--- src/rtl/oam_dma_ctrl_pkg.sv ---
// Shared types and helpers for the FF46 OAM DMA engine.
// Holds the engine state encoding, default transfer geometry and source-page mapping.
package dmg_dma_pkg;

  typedef enum logic [1:0] {
    IDLE  = 2'd0,
    START = 2'd1,
    XFER  = 2'd2,
    LAST  = 2'd3
  } dma_state_t;

  localparam int DEF_OAM_LEN   = 160;
  localparam int DEF_START_DLY = 1;

  // Pages E0..FF alias the work RAM echo, so they are folded down by 0x20.
  function automatic logic [7:0] dma_src_map(input logic [7:0] hi);
    return (hi >= 8'hE0) ? (hi - 8'h20) : hi;
  endfunction

endpackage

--- src/rtl/oam_dma_ctrl_if.sv ---
// Bus bundle between the OAM DMA engine and the rest of the system:
// CPU FF46 access, source read bus and the OAM write port with its lock.
interface oam_dma_ctrl_if;
  logic        ff46_wr;
  logic        ff46_rd;
  logic [7:0]  d_in;
  logic [7:0]  d_out;
  logic [7:0]  src_d;
  logic [15:0] src_a;
  logic        src_rd;
  logic        src_vram;
  logic [7:0]  oam_a;
  logic [7:0]  oam_d;
  logic        oam_wr;
  logic        oam_lock;

  modport master (
    input  ff46_wr, ff46_rd, d_in, src_d,
    output d_out, src_a, src_rd, src_vram, oam_a, oam_d, oam_wr, oam_lock
  );

  modport slave (
    output ff46_wr, ff46_rd, d_in, src_d,
    input  d_out, src_a, src_rd, src_vram, oam_a, oam_d, oam_wr, oam_lock
  );
endinterface

--- src/rtl/oam_dma_ctrl.sv ---
// FF46 OAM DMA engine: copies OAM_LEN bytes from page {src_hi,00} into OAM,
// one byte per machine cycle, reading byte n while writing byte n-1.
module oam_dma_ctrl
  import dmg_dma_pkg::*;
#(
  parameter int OAM_LEN   = DEF_OAM_LEN,
  parameter int START_DLY = DEF_START_DLY
) (
  input  logic           clk1,
  input  logic           reset,
  input  logic           mcyc,
  oam_dma_ctrl_if.master bus
);

  localparam logic [7:0] LAST_IDX = 8'(OAM_LEN - 1);
  localparam logic [7:0] DLY_END  = 8'(START_DLY - 1);

  dma_state_t  state_q, state_d;
  logic [7:0]  idx_q, idx_d;
  logic [7:0]  dly_q, dly_d;
  logic [7:0]  ff46_q, ff46_d;

  logic [15:0] src_a_q, src_a_d;
  logic        src_rd_q, src_rd_d;
  logic        src_vram_q, src_vram_d;
  logic [7:0]  oam_a_q, oam_a_d;
  logic [7:0]  oam_d_q, oam_d_d;
  logic        oam_wr_q, oam_wr_d;
  logic        oam_lock_q, oam_lock_d;

  // State register
  always_ff @(posedge clk1 or posedge reset) begin
    if (reset) begin
      state_q <= IDLE;
      idx_q   <= 8'h00;
      dly_q   <= 8'h00;
      ff46_q  <= 8'hFF;
    end else if (mcyc) begin
      state_q <= state_d;
      idx_q   <= idx_d;
      dly_q   <= dly_d;
      ff46_q  <= ff46_d;
    end
  end

  // Next-state logic; a CPU write restarts from any state.
  always_comb begin
    state_d = state_q;
    idx_d   = idx_q;
    dly_d   = dly_q;
    ff46_d  = ff46_q;
    if (bus.ff46_wr) begin
      state_d = START;
      dly_d   = 8'h00;
      ff46_d  = bus.d_in;
    end else begin
      case (state_q)
        START: begin
          if (dly_q == DLY_END) begin
            state_d = XFER;
            idx_d   = 8'h00;
          end else begin
            dly_d = dly_q + 8'd1;
          end
        end
        XFER: begin
          if (idx_q == LAST_IDX) state_d = LAST;
          else                   idx_d   = idx_q + 8'd1;
        end
        LAST:    state_d = IDLE;
        default: state_d = IDLE;
      endcase
    end
  end

  // Output logic: values for the coming machine cycle. A read this cycle
  // always becomes a write next cycle, which also commits the byte pending
  // across a restart and produces the final write in LAST.
  always_comb begin
    src_rd_d   = (state_d == XFER);
    src_a_d    = src_rd_d ? {dma_src_map(ff46_d), idx_d} : src_a_q;
    src_vram_d = (src_a_d[15:13] == 3'b100);
    oam_wr_d   = src_rd_q;
    oam_a_d    = src_rd_q ? src_a_q[7:0] : oam_a_q;
    oam_d_d    = src_rd_q ? bus.src_d    : oam_d_q;
    oam_lock_d = (state_d == XFER) || (state_d == LAST) ||
                 ((state_d == START) && oam_lock_q);
  end

  // Output register
  always_ff @(posedge clk1 or posedge reset) begin
    if (reset) begin
      src_a_q    <= 16'h0000;
      src_rd_q   <= 1'b0;
      src_vram_q <= 1'b0;
      oam_a_q    <= 8'h00;
      oam_d_q    <= 8'h00;
      oam_wr_q   <= 1'b0;
      oam_lock_q <= 1'b0;
    end else if (mcyc) begin
      src_a_q    <= src_a_d;
      src_rd_q   <= src_rd_d;
      src_vram_q <= src_vram_d;
      oam_a_q    <= oam_a_d;
      oam_d_q    <= oam_d_d;
      oam_wr_q   <= oam_wr_d;
      oam_lock_q <= oam_lock_d;
    end
  end

  assign bus.src_a    = src_a_q;
  assign bus.src_rd   = src_rd_q;
  assign bus.src_vram = src_vram_q;
  assign bus.oam_a    = oam_a_q;
  assign bus.oam_d    = oam_d_q;
  assign bus.oam_wr   = oam_wr_q;
  assign bus.oam_lock = oam_lock_q;
  // Readback is combinational so a read in the same cycle as a write sees the old value.
  assign bus.d_out    = bus.ff46_rd ? ff46_q : 8'h00;

endmodule

--- src/flat_wrapper.sv ---
// flat-port wrapper written by rule: the top's interface ports become plain ports
module oam_dma_ctrl_flat import dmg_dma_pkg::*;
#(
  parameter int OAM_LEN   = DEF_OAM_LEN,
  parameter int START_DLY = DEF_START_DLY
)
  (clk1, reset, mcyc, bus_ff46_wr, bus_ff46_rd, bus_d_in, bus_src_d, bus_d_out, bus_src_a, bus_src_rd, bus_src_vram, bus_oam_a, bus_oam_d, bus_oam_wr, bus_oam_lock);
  oam_dma_ctrl_if bus_i ();
  input  logic clk1;
  input  logic reset;
  input  logic mcyc;
  input wire logic [$bits(bus_i.ff46_wr)-1:0] bus_ff46_wr;
  input wire logic [$bits(bus_i.ff46_rd)-1:0] bus_ff46_rd;
  input wire logic [$bits(bus_i.d_in)-1:0] bus_d_in;
  input wire logic [$bits(bus_i.src_d)-1:0] bus_src_d;
  output wire logic [$bits(bus_i.d_out)-1:0] bus_d_out;
  output wire logic [$bits(bus_i.src_a)-1:0] bus_src_a;
  output wire logic [$bits(bus_i.src_rd)-1:0] bus_src_rd;
  output wire logic [$bits(bus_i.src_vram)-1:0] bus_src_vram;
  output wire logic [$bits(bus_i.oam_a)-1:0] bus_oam_a;
  output wire logic [$bits(bus_i.oam_d)-1:0] bus_oam_d;
  output wire logic [$bits(bus_i.oam_wr)-1:0] bus_oam_wr;
  output wire logic [$bits(bus_i.oam_lock)-1:0] bus_oam_lock;
  assign bus_i.ff46_wr = bus_ff46_wr;
  assign bus_i.ff46_rd = bus_ff46_rd;
  assign bus_i.d_in = bus_d_in;
  assign bus_i.src_d = bus_src_d;
  assign bus_d_out = bus_i.d_out;
  assign bus_src_a = bus_i.src_a;
  assign bus_src_rd = bus_i.src_rd;
  assign bus_src_vram = bus_i.src_vram;
  assign bus_oam_a = bus_i.oam_a;
  assign bus_oam_d = bus_i.oam_d;
  assign bus_oam_wr = bus_i.oam_wr;
  assign bus_oam_lock = bus_i.oam_lock;
  oam_dma_ctrl #(.OAM_LEN(OAM_LEN), .START_DLY(START_DLY)) u_core (.clk1(clk1), .reset(reset), .mcyc(mcyc), .bus(bus_i));
endmodule
--- config.mk ---
export PLATFORM = sky130hd
export DESIGN_NAME = oam_dma_ctrl_flat
export DESIGN_NICKNAME = d
export VERILOG_FILES = /design/src/rtl/oam_dma_ctrl_pkg.sv /design/src/rtl/oam_dma_ctrl_if.sv /design/src/rtl/oam_dma_ctrl.sv /design/src/flat_wrapper.sv
export SDC_FILE = /design/constraint.sdc
export NUM_CORES = 1
export LEC_CHECK = 0
export ABC_AREA = 1
export ABC_CLOCK_PERIOD_IN_PS = 1950
export CORE_ASPECT_RATIO = 0.75
export CORE_MARGIN = 5
export CORE_UTILIZATION = 46
export CTS_BUF_LIST = sky130_fd_sc_hd__clkbuf_16
export DETAILED_ROUTE_END_ITERATION = 6
export PLACE_DENSITY_LB_ADDON = 0.25
export SETUP_SLACK_MARGIN = 0.05
export SYNTH_ARGS = -nofsm -noshare
export SYNTH_HDL_FRONTEND = slang
export SYNTH_SLANG_ARGS = --single-unit
--- constraint.sdc ---
create_clock -name clk1 -period 1.95 [get_ports clk1]
set_clock_uncertainty 0.15 [all_clocks]
set_input_delay 0.2925 -clock clk1 [delete_from_list [all_inputs] [get_ports clk1]]
set_output_delay 0.2925 -clock clk1 [all_outputs]
set_load 0.01 [all_outputs]
==> results_dict.tcl <==
set metrics [dict create \
    status "finished clean" \
    drt_iter0_drc 172 \
    cts_made_buffers 9 \
    relSlewSlack 0.6599 \
    gr-total-overflow 0 \
    synth_top_family_by_area "simple AND/OR/NAND/NOR gates" \
    synth_xor_area_frac 0.01136 \
    antenna_found_initial 0 \
    numClockSinks 62 \
    synth-compound-area-share 0.1339 \
    max_stage_delay_ps 400 \
    synth_fa_ha_area_frac 0.02841 \
    port_buffers 64 \
    async_reset_ff_frac 1.000 \
    synth_common_cells "nand2_1, dfrtp_1, inv_1, o21ai_0, nor2_1" \
    yosys.area_share.simple 0.2041 \
    cp-end-kind "flip-flop" \
    ys_types 34 \
    avgViaCountPerCell 5.048 \
    final_nets 481 \
    cp_max_fo 14 \
    h-tree-depth 3 \
    cp_top_family "simple AND/OR/NAND/NOR gates" \
    power.leakage_nw 2.111 \
    dieArea_mm2 0.008456 \
    synthMuxAreaShare 0.03653 \
    core.rowCount 25 \
    fin_tns_setup_ps 0 \
    post-synth-top-count-cell "nand2_1" \
    cts.hold.buffers_added 0 \
    critPathSlowestCell "dfrtp_1" \
    start_util 0.4808 \
    ant_nets 0 \
    seq_area_frac_synth 0.5065 \
    n_antenna_cell 0 \
    cp.required_ps 2060 \
    ys.flop_type "dfrtp_1" \
    layout_min_cycle_time_ps 1903 \
    area_delta_synth_final_pct 44.44 \
    cp-startpoint "u_core.dly_q[0]" \
    synth_area_mm2 0.003083 \
    fin_ws_ps 46.50 \
    setup_viol 0 \
    ys.warnings.count 0 \
    grt_pass1_vias 2625 \
    finalCritPeriodShare 0.9762 \
    grt_pass1_wl_um 12480 \
    crit_cells 13 \
    worstHoldPathType "in2async" \
    clk_latency_ps 330 \
    syn_inst 359 \
    ys_ff_latch 62 \
    post-route-drc-count 0 \
    clk_path_buf_depth 2 \
    rsz0062_at_grt "yes" \
    fp.dieH_um 80.90 \
    fp.coreArea_mm2 0.006412 \
    finalMaxSlewViolations 0 \
    vdd_drop_max_mv 0.7568 \
    cts-root-buf "clkbuf_16" \
    gp_congestion 0.8791 \
    num_vias 2721 \
    dp_slack_ps -172.1 \
    wl_um 7552 \
    synth-edff-count 0 \
    hold_violations 0 \
    r2r_setup_slack_ps 50 \
    routedWlPerCell_um 14.01 \
    synth_top_cell_by_area "dfrtp_1" \
    critical_path_class "reg2reg" \
    syn-num-nets 387 \
    dp_hpwl_um 5221 \
    power.density_mw_per_mm2 1356 \
    grt_max_degree 63 \
    endpoint "u_core.bus.src_a[3]" \
    cp.arrival_ps 2010 \
    cpMostUsedCell "nand2_2" \
    clkTransAtPathRegs_ps 60 \
    dr.pass1.iters 5 \
    cts_tree "built" \
    drive_gt1_frac 0.2445 \
    path_buf_inv 2 \
    timing.rr.start "u_core.dly_q[0]" \
    synth_top_area_frac 0.4383 \
    cap_violations 0 \
    grtUsageTotal 0.1851 \
    reg2reg_to "u_core.bus.src_a[3]" \
    worstRegToRegCells 13 \
    critPathLaunchType "flip-flop" \
    worst_pin_slew_ps 509.6 \
    die_w_um 104.5 \
    fmax_ghz 0.5253 \
    synthTopCellsByArea "dfrtp_1, nand2_1, o21ai_0" \
    postSynthAreaPerCell_um2 8.588 \
    crit_chain "inv_2 -> ha_4 -> nand2_2 -> nor2_2 -> nand2_1 -> nand2_2 -> nand2_2 -> nand2_4 -> nand3_4 -> nor2_8 -> buf_12 -> nand2_1 -> o21ai_2" \
    io_pins 65 \
]
## power breakdown
part	internal [W]	switching, W	total [W]	leakage, nW
Clock	0.000991	0.000585	0.00158	0.146
Combinational	0.00130	0.00119	0.00249	1.17
Sequential	0.00171	0.000255	0.00197	0.791
Total	0.00401	0.00203	0.00604	2.11
## per-stage QoR
stage / hold slack, ps / utilization / cell area (um^2) / cells / power, W
finish: 254.9 / 0.6944 / 4453 / 539 / 0.006038
global route: 289.7 / 0.6944 / 4453 / 539 / 0.006430
CTS: 266.6 / 0.6771 / 4342 / 536 / 0.005894
detailed placement: 314.6 / 0.6252 / 4009 / 520 / 0.004236
global placement: 308.2 / 0.6252 / 4009 / 520 / 0.004168
floorplan: 258.2 / - / 3087 / 359 / 0.003083
## logic make-up (layout without fill, tap and decap cells)
| group | after synthesis | in the layout |
|---|---|---|
| AND/OR/NAND/NOR | 142 | 142 |
| XOR/XNOR | 4 | 4 |
| multiplexers | 10 | 10 |
| buffers and inverters | 60 | 159 |
| AO/OA/AOI/OAI | 74 | 74 |
| flip-flops | 62 | 62 |
| adder cells (fa/ha/maj) | 7 | 7 |
## placed cells by master (no fill, tap or decap), types with 9 or more instances in the layout
cell type / count
mux2_2: 10
o21ai_1: 9
o21ai_2: 12
inv_1: 40
o21ai_0: 30
dfrtp_1: 54
a21oi_1: 11
nand2_2: 13
buf_4: 24
nand2_1: 89
clkdlybuf4s50_1: 55
clkbuf_16: 9
nor2_1: 12
nand3_1: 9
## routing by layer
layer | vias to the layer above | part of all wire | GRT usage
met5 | - | 0 | 0
met1 | 1255 | 0.46 | 0.2387
li1 | 1358 | - | -
met3 | 10 | 0.067 | 0.06990
met4 | 0 | 0.011 | 0.05563
met2 | 98 | 0.47 | 0.2927
## how the worst min path moves through the flow
stage                              from  depth (start not counted)  slack [ps]                  end
finish                            reset                          3         250  u_core.bus.src_a[8]
global route                      reset                          3         290  u_core.bus.oam_d[7]
CTS                               reset                          3         270  u_core.bus.oam_d[6]
detailed placement  u_core.bus.oam_lock                          2         310  u_core.bus.oam_lock
global placement      u_core.bus.oam_wr                          2         310    u_core.bus.oam_wr
floorplan                         reset                          1         260  u_core.bus.oam_a[0]
## sequential cells by signal, summed over array words and instances, names as in the netlist, 2 cells and up
name	cells
u_core.idx_q	8
u_core.dly_q	8
u_core.bus.oam_d	8
u_core.bus.src_a	16
u_core.ff46_q	8
u_core.state_q	2
u_core.bus.oam_a	8
## worst reg2reg max path, delay by kind of cell, from the launching register on
kind	cells	cell delay (ps)
fa+ha+maj	1	140
flops	1	400
compound gates	1	60
simple gates	9	810
buf+inv	2	260
## area by class of cell
cell class	instances	area [um^2]
Multi-Input combinational cell	237	1391
Fill cell	481	1959
Sequential cell	62	1562
Clock buffer	9	225.2
Tap cell	81	101.3
Timing Repair Buffer	94	907.1
Clock inverter	7	73.82
Inverter	49	192.7
## repair_timing
item,in CTS,in global routing
hold endpoints to repair,0,0
pin swaps,6,7
cloned,0,0
buffers inserted,0,3
setup endpoints to repair,29,28
gates resized for setup,28,32
(Power assumes the default switching activity.)
